===== src/rtl/gpio_debouncer.sv =====
// gpio_debouncer
// Multi-channel debouncer for switches, buttons and header pins.
// Each in_raw bit is brought into the clock domain through a two-flop
// synchronizer. A per-channel counter then requires DEBOUNCE_CYCLES
// consecutive samples that differ from the committed level before the
// new level is accepted. Any sample that agrees with the committed level
// throws away the progress made so far.
// Registered one-cycle out_rise/out_fall pulses mark every committed change.
//
// Optional feature macro: GPIO_DEBOUNCE_IRQ_EN
//   When defined, this adds sticky per-channel edge flags (irq_pending).
//   Each flag is cleared per channel through irq_clear. A new edge wins
//   over a clear in the same cycle. An OR-reduced irq output is also added.
//   When the macro is undefined, those ports and flags do not exist.

module gpio_debouncer #(
   parameter int               WIDTH           = 8,
   parameter int               DEBOUNCE_CYCLES = 1000,
   parameter logic [WIDTH-1:0] INIT_VAL        = {WIDTH{1'b0}}
) (
   input  logic             clock,
   input  logic             reset_n,
   input  logic [WIDTH-1:0] in_raw,
   output logic [WIDTH-1:0] out_level,
   output logic [WIDTH-1:0] out_rise,
   output logic [WIDTH-1:0] out_fall
`ifdef GPIO_DEBOUNCE_IRQ_EN
   ,
   input  logic [WIDTH-1:0] irq_clear,
   output logic [WIDTH-1:0] irq_pending,
   output logic             irq
`endif
);

   // Counter just wide enough to hold DEBOUNCE_CYCLES.
   // The counter itself never goes above DEBOUNCE_CYCLES-1.
   localparam int CNT_W = (DEBOUNCE_CYCLES < 1) ? 1 : $clog2(DEBOUNCE_CYCLES + 1);

   localparam logic [CNT_W-1:0] CNT_ZERO = {CNT_W{1'b0}};
   localparam logic [CNT_W-1:0] CNT_ONE  = CNT_W'(1);
   localparam logic [CNT_W-1:0] CNT_LAST = CNT_W'(DEBOUNCE_CYCLES - 1);

   // Synchronizer stages: plain flop-to-flop, no logic in between
   logic [WIDTH-1:0] sync1_r;
   logic [WIDTH-1:0] sync2_r;

   // Debounce state and registered outputs
   logic [CNT_W-1:0] cnt_r      [WIDTH];
   logic [CNT_W-1:0] cnt_next_s [WIDTH];
   logic [WIDTH-1:0] level_r;
   logic [WIDTH-1:0] level_next_s;
   logic [WIDTH-1:0] rise_r;
   logic [WIDTH-1:0] rise_next_s;
   logic [WIDTH-1:0] fall_r;
   logic [WIDTH-1:0] fall_next_s;
   logic [WIDTH-1:0] differ_s;

   // Two-flop synchronizer for the asynchronous raw inputs
   always_ff @(posedge clock or negedge reset_n) begin
      if (!reset_n) begin
         sync1_r <= INIT_VAL;
         sync2_r <= INIT_VAL;
      end else begin
         sync1_r <= in_raw;
         sync2_r <= sync1_r;
      end
   end

   // Per-channel debounce decision: clear, count up, or commit
   always_comb begin
      differ_s     = sync2_r ^ level_r;
      level_next_s = level_r;
      rise_next_s  = {WIDTH{1'b0}};
      fall_next_s  = {WIDTH{1'b0}};
      for (int i = 0; i < WIDTH; i++) begin
         cnt_next_s[i] = CNT_ZERO;
      end
      for (int i = 0; i < WIDTH; i++) begin
         if (!differ_s[i]) begin
            // The sample agrees with the committed level: drop any partial progress.
            cnt_next_s[i] = CNT_ZERO;
         end else if (cnt_r[i] >= CNT_LAST) begin
            // Last required differing sample: accept the new level and re-arm.
            // Using >= rather than == means the counter cannot run past the limit.
            cnt_next_s[i]   = CNT_ZERO;
            level_next_s[i] = sync2_r[i];
            rise_next_s[i]  = sync2_r[i];
            fall_next_s[i]  = ~sync2_r[i];
         end else begin
            cnt_next_s[i] = cnt_r[i] + CNT_ONE;
         end
      end
   end

   // Debounce state and pulse registers
   always_ff @(posedge clock or negedge reset_n) begin
      if (!reset_n) begin
         for (int i = 0; i < WIDTH; i++) begin
            cnt_r[i] <= CNT_ZERO;
         end
         level_r <= INIT_VAL;
         rise_r  <= {WIDTH{1'b0}};
         fall_r  <= {WIDTH{1'b0}};
      end else begin
         for (int i = 0; i < WIDTH; i++) begin
            cnt_r[i] <= cnt_next_s[i];
         end
         level_r <= level_next_s;
         rise_r  <= rise_next_s;
         fall_r  <= fall_next_s;
      end
   end

   assign out_level = level_r;
   assign out_rise  = rise_r;
   assign out_fall  = fall_r;

`ifdef GPIO_DEBOUNCE_IRQ_EN
   logic [WIDTH-1:0] pending_r;
   logic [WIDTH-1:0] pending_next_s;

   // Sticky edge capture. A new edge is OR-ed in after the clear, so a
   // coincident edge keeps the flag set.
   always_comb begin
      pending_next_s = (pending_r & ~irq_clear) | rise_next_s | fall_next_s;
   end

   // Pending flag register
   always_ff @(posedge clock or negedge reset_n) begin
      if (!reset_n) begin
         pending_r <= {WIDTH{1'b0}};
      end else begin
         pending_r <= pending_next_s;
      end
   end

   assign irq_pending = pending_r;
   assign irq         = |pending_r;
`endif

endmodule

===== config.mk =====
export PLATFORM = sky130hd
export DESIGN_NAME = gpio_debouncer
export DESIGN_NICKNAME = d
export VERILOG_FILES = /design/src/rtl/gpio_debouncer.sv
export SDC_FILE = /design/constraint.sdc
export NUM_CORES = 1
export LEC_CHECK = 0
export CAP_MARGIN = 20
export CORE_AREA = 2 2 77 115
export DETAILED_ROUTE_END_ITERATION = 10
export DIE_AREA = 0 0 79 117
export DONT_BUFFER_PORTS = 1
export GPL_TIMING_DRIVEN = 0
export PLACE_DENSITY = 0.74
export SLEW_MARGIN = 20
export SYNTH_ARGS = -nofsm -noshare
export SYNTH_HDL_FRONTEND = slang
export SYNTH_SLANG_ARGS = --single-unit

===== constraint.sdc =====
create_clock -name clock -period 2.3 [get_ports clock]
set_input_delay 0.23 -clock clock [delete_from_list [all_inputs] [get_ports clock]]
set_output_delay 0.23 -clock clock [all_outputs]
set_load 0.1 [all_outputs]

==> results.cfg, run 1 <==
[synth]
netlist.area_leader.share_pct = 59.45
ys_top_cells_by_area = sky130_fd_sc_hd__dfrtp_1 59%, sky130_fd_sc_hd__nor2_1 5.6%, sky130_fd_sc_hd__nand3_1 5.0%
netlist_area_mm2 = 0.005051
synthDistinctLibCells = 35
sequential_cell_area_fraction_in_the_yosys_report_pct = 59.45
async_flop_share_pct = 100.0
netlist_instances = 457
ys_seq_elements = 120
yosysWarnings = 0
ys.flop_type = sky130_fd_sc_hd__dfrtp_1
netlist.top_cell.by_area = sky130_fd_sc_hd__dfrtp_1
synth_area_per_cell_um2 = 11.05
syn-num-nets = 475
synth_enable_flop_cells = 0

[critical_path]
crit_buf_inv = 1
path_cells = xnor2_1 -> nand2b_1 -> clkbuf_1 -> nor2_1
r2r_start = out_level[0]
critical_path_source_type = flop
crit_arrival_ns = 2.26
critical_path_class = flop to flop
cp_data_required_time_ns = 2.58
rr_endpoint = cnt_r[75]
rr_worst_depth = 4
critical-path-slowest-cell = sky130_fd_sc_hd__dfrtp_1
setup.worst_path.end_class = flop
cp_top_family = flip-flops
timing.critical_path.slowest_cell_delay_ns = 1.01
setup.reg_to_reg.worst_slack_ns = 0.32
worst-path-max-fanout = 8

[clock_tree]
worst_setup_hold_path_clk_slew_ns = 0.05
tritoncts = yes
ctsResizeCount = 0
holdBufCountCts = 8
ctsRootBufferMaster = sky130_fd_sc_hd__clkbuf_16
htreeDepth = 4
postCtsSetupRepairBufs = 0
tritoncts_num_sinks = 120
clkLatencyLatePin_ns = 0.41
cts_inserted_buffers = 17
cts.path.max_buffers = 2

[global_routing]
grt_remaining_overflow = 0
track_usage_pct = 22.00
number_of_antenna_violations_at_the_first_check_in_global_routing = 0
number_of_global_route_vias_before_repair = 3468
wire_length_of_the_first_global_routing_pass_um = 15470
pin_count_of_the_biggest_net_entering_global_routing = 121

[sta]
grt_setup_unrepaired = no
final.period_utilization_pct = 86.02
hold_slack_ns = -0.4883
max_freq_mhz = 505.5
final.setup_skew_ns = 0.005545
hold_viol_final = 120
fin_crit_ns = 1.978
timing.max_slew.rel_slack_pct = 32.51
setup_slack_ns = 0.3216
pin_slew_with_the_least_headroom_to_its_limit_ns = 1.012
total_negative_setup_slacks_ns = 0
timing_max_transition_violations_final = 0
setup-violations-final = 0

[route]
detail_route.drc_violations = 0
drt_pass1_iterations = 5
drt-met1-wl_um = 3796
route.detailed.wl_per_inst_um = 14.85
drt_wl_total_um = 8953
routed_via_density = 5.700
detailroute.wirelength.met2_um = 4605
postRouteAntennaNets = 0
maxUsedRoutingLayer = met4
detail_route_met3_wl_um = 387
vias_post_dr = 3437
initialDrtViolationCount = 297

[outcome]
outcome = finished with violations
violations_in_the_final_reports = hold timing

[final_layout]
area_growth_pct = 16.62
diodes = 0
layout.core_utilization_pct = 70.88
layout-drive-gt1-share_pct = 8.669
nets = 502
final_common_cell = sky130_fd_sc_hd__dfrtp_1
mostFrequentLayoutCells = 120 x sky130_fd_sc_hd__dfrtp_1, 75 x sky130_fd_sc_hd__nor2_1, 50 x sky130_fd_sc_hd__nand3_1

[power]
total_leakage_power_nw = 2.705
worst_ir_drop_vdd_v = 0.0007221
post-layout-total-power_w = 0.005126
power_density_mw_per_mm2 = 870.2

[floorplan]
start_util_pct = 60.78
die-area_mm2 = 0.009243
die_width_um = 79
io_pins = 34
vert_die_dim_um = 117
coreArea_mm2 = 0.008310
placement_rows = 41

[min_path]
worstHoldPathType = input port to asynchronous set/reset pin

[placement]
post-place-ws_ns = 0.3532
numPortBuffers = 0
post-dp-hpwl_um = 5447
gp_congestion = 0.8403

[run]
drv.max_cap_violation_count = 0
==> cells by family (layout without fill, tap and decap cells) <==
| group | Yosys count | in the layout | share of synthesized area, % |
|---|---|---|---|
| buffers and inverters | 16 | 55 | 1.189 |
| XOR/XNOR | 47 | 47 | 8.150 |
| AND/OR/NAND/NOR | 203 | 203 | 19.94 |
| adder cells (fa/ha/maj) | 8 | 8 | 1.982 |
| flip-flops | 120 | 120 | 59.45 |
| multiplexers | 8 | 8 | 1.858 |
| AO/OA/AOI/OAI | 55 | 55 | 7.431 |
==> worst max path at each step <==
| stage | start | end | slack (ns) | cells after the start |
|---|---|---|---|---|
| after floorplan | out_level[4] | cnt_r[32] | 0.58 | 4 |
| after global placement | out_level[3] | cnt_r[43] | 0.40 | 4 |
| after detailed placement | out_level[0] | cnt_r[75] | 0.35 | 4 |
| after CTS | out_level[0] | cnt_r[75] | 0.31 | 4 |
| after global routing | out_level[0] | cnt_r[75] | 0.22 | 4 |
| final | out_level[0] | cnt_r[75] | 0.32 | 4 |
==> per-layer routing <==
metal	vias to the layer above	track usage, %
li1	1663	-
met1	1694	25.59
met2	64	36.89
met3	16	8.282
met4	0	8.966
met5	-	0
==> flip-flops by register name (all words and copies together), names as in the netlist <==
signal,count
cnt_r,80
out_fall,8
out_level,8
out_rise,8
sync1_r,8
sync2_r,8
==> final cells by class <==
cell class / instances / area (µm²)
clock buffer: 21 / 450.4
inverter: 12 / 45.04
sequential: 120 / 3003
fill: 609 / 2420
timing repair buffer: 8 / 80.08
buffer: 4 / 15.01
tap: 107 / 133.9
clock inverter: 10 / 175.2
multi-input combinational: 321 / 1988
==> Yosys cell counts, types with 2 or more instances <==
master                     instances
sky130_fd_sc_hd__inv_1            12
sky130_fd_sc_hd__xnor2_1          24
sky130_fd_sc_hd__o221a_2           2
sky130_fd_sc_hd__nand2b_1          4
sky130_fd_sc_hd__nor3_1            6
sky130_fd_sc_hd__nor3b_1          16
sky130_fd_sc_hd__xor2_1           23
sky130_fd_sc_hd__nand2_1          20
sky130_fd_sc_hd__o21ai_0           3
sky130_fd_sc_hd__dfrtp_1         120
sky130_fd_sc_hd__nand4_1           8
sky130_fd_sc_hd__a21boi_0          3
sky130_fd_sc_hd__ha_1              8
sky130_fd_sc_hd__and3_2            2
sky130_fd_sc_hd__a22oi_1           2
sky130_fd_sc_hd__mux2_2            7
sky130_fd_sc_hd__and3_1           10
sky130_fd_sc_hd__a31oi_1           4
sky130_fd_sc_hd__o211a_1           3
sky130_fd_sc_hd__a211o_1           7
sky130_fd_sc_hd__a21o_1            4
sky130_fd_sc_hd__and4_1            7
sky130_fd_sc_hd__a41oi_1           3
sky130_fd_sc_hd__a21oi_1          22
sky130_fd_sc_hd__nand3_1          50
sky130_fd_sc_hd__nor2_1           75
sky130_fd_sc_hd__clkbuf_1          4
==> per-stage QoR <==
stage	area, µm²	std cells
finish	5891	603
global route	5891	603
CTS	5891	603
detailed placement	5185	564
global placement	5185	564
floorplan	5051	457
==> worst register-to-register path, stage by stage, from the launching register on <==
cell and delay (ns):
sky130_fd_sc_hd__dfrtp_1 1.01, sky130_fd_sc_hd__xnor2_1 0.25, sky130_fd_sc_hd__nand2b_1 0.17, sky130_fd_sc_hd__clkbuf_1 0.32, sky130_fd_sc_hd__nor2_1 0.10
==> power by group <==
part | leakage [nW] | switching (W) | internal [W] | total (W)
clock | 0.310 | 0.000867 | 0.00193 | 0.00280
combinational | 0.775 | 0.0000588 | 0.0000543 | 0.000113
sequential | 1.62 | 0.0000523 | 0.00216 | 0.00222
total | 2.71 | 0.000978 | 0.00415 | 0.00513
(Power assumes the default switching activity.)
==> run 2, diff against run 1 <==
--- a/config.mk
+++ b/config.mk
@@ -6,12 +6,14 @@
 export NUM_CORES = 1
 export LEC_CHECK = 0
 export CAP_MARGIN = 20
-export CORE_AREA = 2 2 77 115
+export CELL_PAD_IN_SITES_DETAIL_PLACEMENT = 0
+export CELL_PAD_IN_SITES_GLOBAL_PLACEMENT = 1
+export CORE_AREA = 2 2 82 124
 export DETAILED_ROUTE_END_ITERATION = 10
-export DIE_AREA = 0 0 79 117
+export DIE_AREA = 0 0 84 126
 export DONT_BUFFER_PORTS = 1
 export GPL_TIMING_DRIVEN = 0
-export PLACE_DENSITY = 0.74
+export PLACE_DENSITY = 0.79
 export SLEW_MARGIN = 20
 export SYNTH_ARGS = -nofsm -noshare
 export SYNTH_HDL_FRONTEND = slang
==> constraint.sdc (replaced) <==
create_clock -name clock -period 2.5 [get_ports clock]
set_input_delay 0.25 -clock clock [delete_from_list [all_inputs] [get_ports clock]]
set_output_delay 0.25 -clock clock [all_outputs]
set_load 0.1 [all_outputs]
==> results.cfg, run 2 (synthesis gave the netlist of run 1 again) <==
[route]
detail_route.drc_violations = 0
initialDrtViolationCount = 188
routed_via_density = 5.585
drt_wl_total_um = 8740
route.detailed.wl_per_inst_um = 14.28
postRouteAntennaNets = 0
vias_post_dr = 3418
drt_pass1_iterations = 4

[final_layout]
mostFrequentLayoutCells = 120 x sky130_fd_sc_hd__dfrtp_1, 75 x sky130_fd_sc_hd__nor2_1, 50 x sky130_fd_sc_hd__nand3_1
fill_cells = 803
multi_input_comb_area_mm2 = 0.001988
nets = 502
number_of_flip_flops_in_the_largest_register = 80
final_common_cell = sky130_fd_sc_hd__dfrtp_1
registers.top_by_ff_count = cnt_r
area_growth_pct = 17.07
diodes = 0
layout-drive-gt1-share_pct = 8.652
storage_element_area_mm2 = 0.003003

[floorplan]
vert_die_dim_um = 126
die-area_mm2 = 0.01058
placement_rows = 44
die_width_um = 84
io_pins = 34
coreArea_mm2 = 0.009524
start_util_pct = 53.03

[placement]
gp_congestion = 0.7848
post-dp-hpwl_um = 5757
post-place-ws_ns = 0.5419
numPortBuffers = 0

[clock_tree]
ctsRootBufferMaster = sky130_fd_sc_hd__clkbuf_16
cts_inserted_buffers = 17
htreeDepth = 4
cts.path.max_buffers = 2
worst_setup_hold_path_clk_slew_ns = 0.05
clkLatencyLatePin_ns = 0.40
tritoncts_num_sinks = 120
holdBufCountCts = 8
postCtsSetupRepairBufs = 0
ctsResizeCount = 0
tritoncts = yes

[power]
power.share.switching_pct = 18.98
clk_pwr_share_pct = 55.0
power_density_mw_per_mm2 = 804.5
internal_power_w = 0.003854
post-layout-total-power_w = 0.004757
total_leakage_power_nw = 2.710
switching_power_w = 0.0009030
worst_ir_drop_vdd_v = 0.0007195
p_seq_share_pct = 42.8
share_comb_of_total_power_pct = 2.2

[sta]
final.period_utilization_pct = 77.54
final.setup_skew_ns = 0.006850
grt_setup_unrepaired = no
setup-violations-final = 0
total_negative_setup_slacks_ns = 0
timing_max_transition_violations_final = 0
timing.max_slew.rel_slack_pct = 31.01
pin_slew_with_the_least_headroom_to_its_limit_ns = 1.035
hold_slack_ns = -0.4581
max_freq_mhz = 515.9
hold_viol_final = 120
setup_slack_ns = 0.5615
fin_crit_ns = 1.939

[critical_path]
worst-path-max-fanout = 8
cp_data_required_time_ns = 2.77
timing.critical_path.slowest_cell_delay_ns = 1.02
cp_top_family = flip-flops
critical-path-slowest-cell = sky130_fd_sc_hd__dfrtp_1
crit_buf_inv = 1
path_cells = xnor2_1 -> nand2b_1 -> clkbuf_1 -> nor2_1
setup.worst_path.end_class = flop
crit_arrival_ns = 2.21
critical_path_class = flop to flop
critical_path_source_type = flop

[global_routing]
number_of_global_route_vias_before_repair = 3385
wire_length_of_the_first_global_routing_pass_um = 15530
track_usage_pct = 18.41
number_of_antenna_violations_at_the_first_check_in_global_routing = 0
busiest_layer = met2
grt_use_met3_pct = 6.094
pin_count_of_the_biggest_net_entering_global_routing = 121
grt_remaining_overflow = 0
globalRouteMet2Util_pct = 30.64
globalRouteMet1Util_pct = 21.43

[outcome]
outcome = finished with violations
violations_in_the_final_reports = hold timing

[min_path]
worstHoldPathType = input port to asynchronous set/reset pin

[run]
drv.max_cap_violation_count = 0
==> run 2: power by group through the flow <==
stage | Combinational (W) | Clock [W] | Sequential (W)
2_1_floorplan | 0.0000757 | 0 | 0.00206
3_3_place_gp | 0.0000915 | 0 | 0.00207
3_5_place_dp | 0.0000940 | 0 | 0.00207
4_1_cts | 0.000106 | 0.00268 | 0.00204
5_1_grt | 0.000118 | 0.00277 | 0.00204
6_report | 0.000103 | 0.00262 | 0.00204
==> run 2: routing by layer <==
layer / wire [µm] / part of all wire, % / up-vias
met5: 0 / 0 / -
li1: - / - / 1652
met4: 158 / 1.8 / 0
met1: 3742 / 43 / 1707
met2: 4564 / 52 / 49
met3: 274 / 3.1 / 10
==> run 2: area by class of cell <==
class,count,share of cell area (%)
buffer,4,0.2539
clock buffer,23,7.914
clock inverter,9,2.878
inverter,12,0.7617
multi-input combinational,321,33.62
sequential,120,50.78
tap,115,2.433
timing repair buffer,8,1.354
==> run 2: through the flow <==
| stage | utilization [%] | hold slack (ns) | std cells | instance area [µm²] |
|---|---|---|---|---|
| 2_1_floorplan | - | -0.04559 | 457 | 5051 |
| 3_3_place_gp | 54.55 | -0.04321 | 572 | 5195 |
| 3_5_place_dp | 54.55 | -0.04276 | 572 | 5195 |
| 4_1_cts | 62.09 | -0.4745 | 612 | 5913 |
| 5_1_grt | 62.09 | -0.4802 | 612 | 5913 |
| 6_report | 62.09 | -0.4581 | 612 | 5913 |
==> run 2: final timing paths <==
kind,startpoint,to,slack (ns),depth (start not counted)
max,out_level[0],cnt_r[74],0.56,4
min,reset_n,cnt_r[22],-0.46,0
max reg2reg,out_level[0],cnt_r[74],0.56,4
min reg2reg,sync1_r[7],sync2_r[7],0.34,0
max in group asynchronous,reset_n,cnt_r[42],2.76,0
min in group clock,sync1_r[7],sync2_r[7],0.34,0
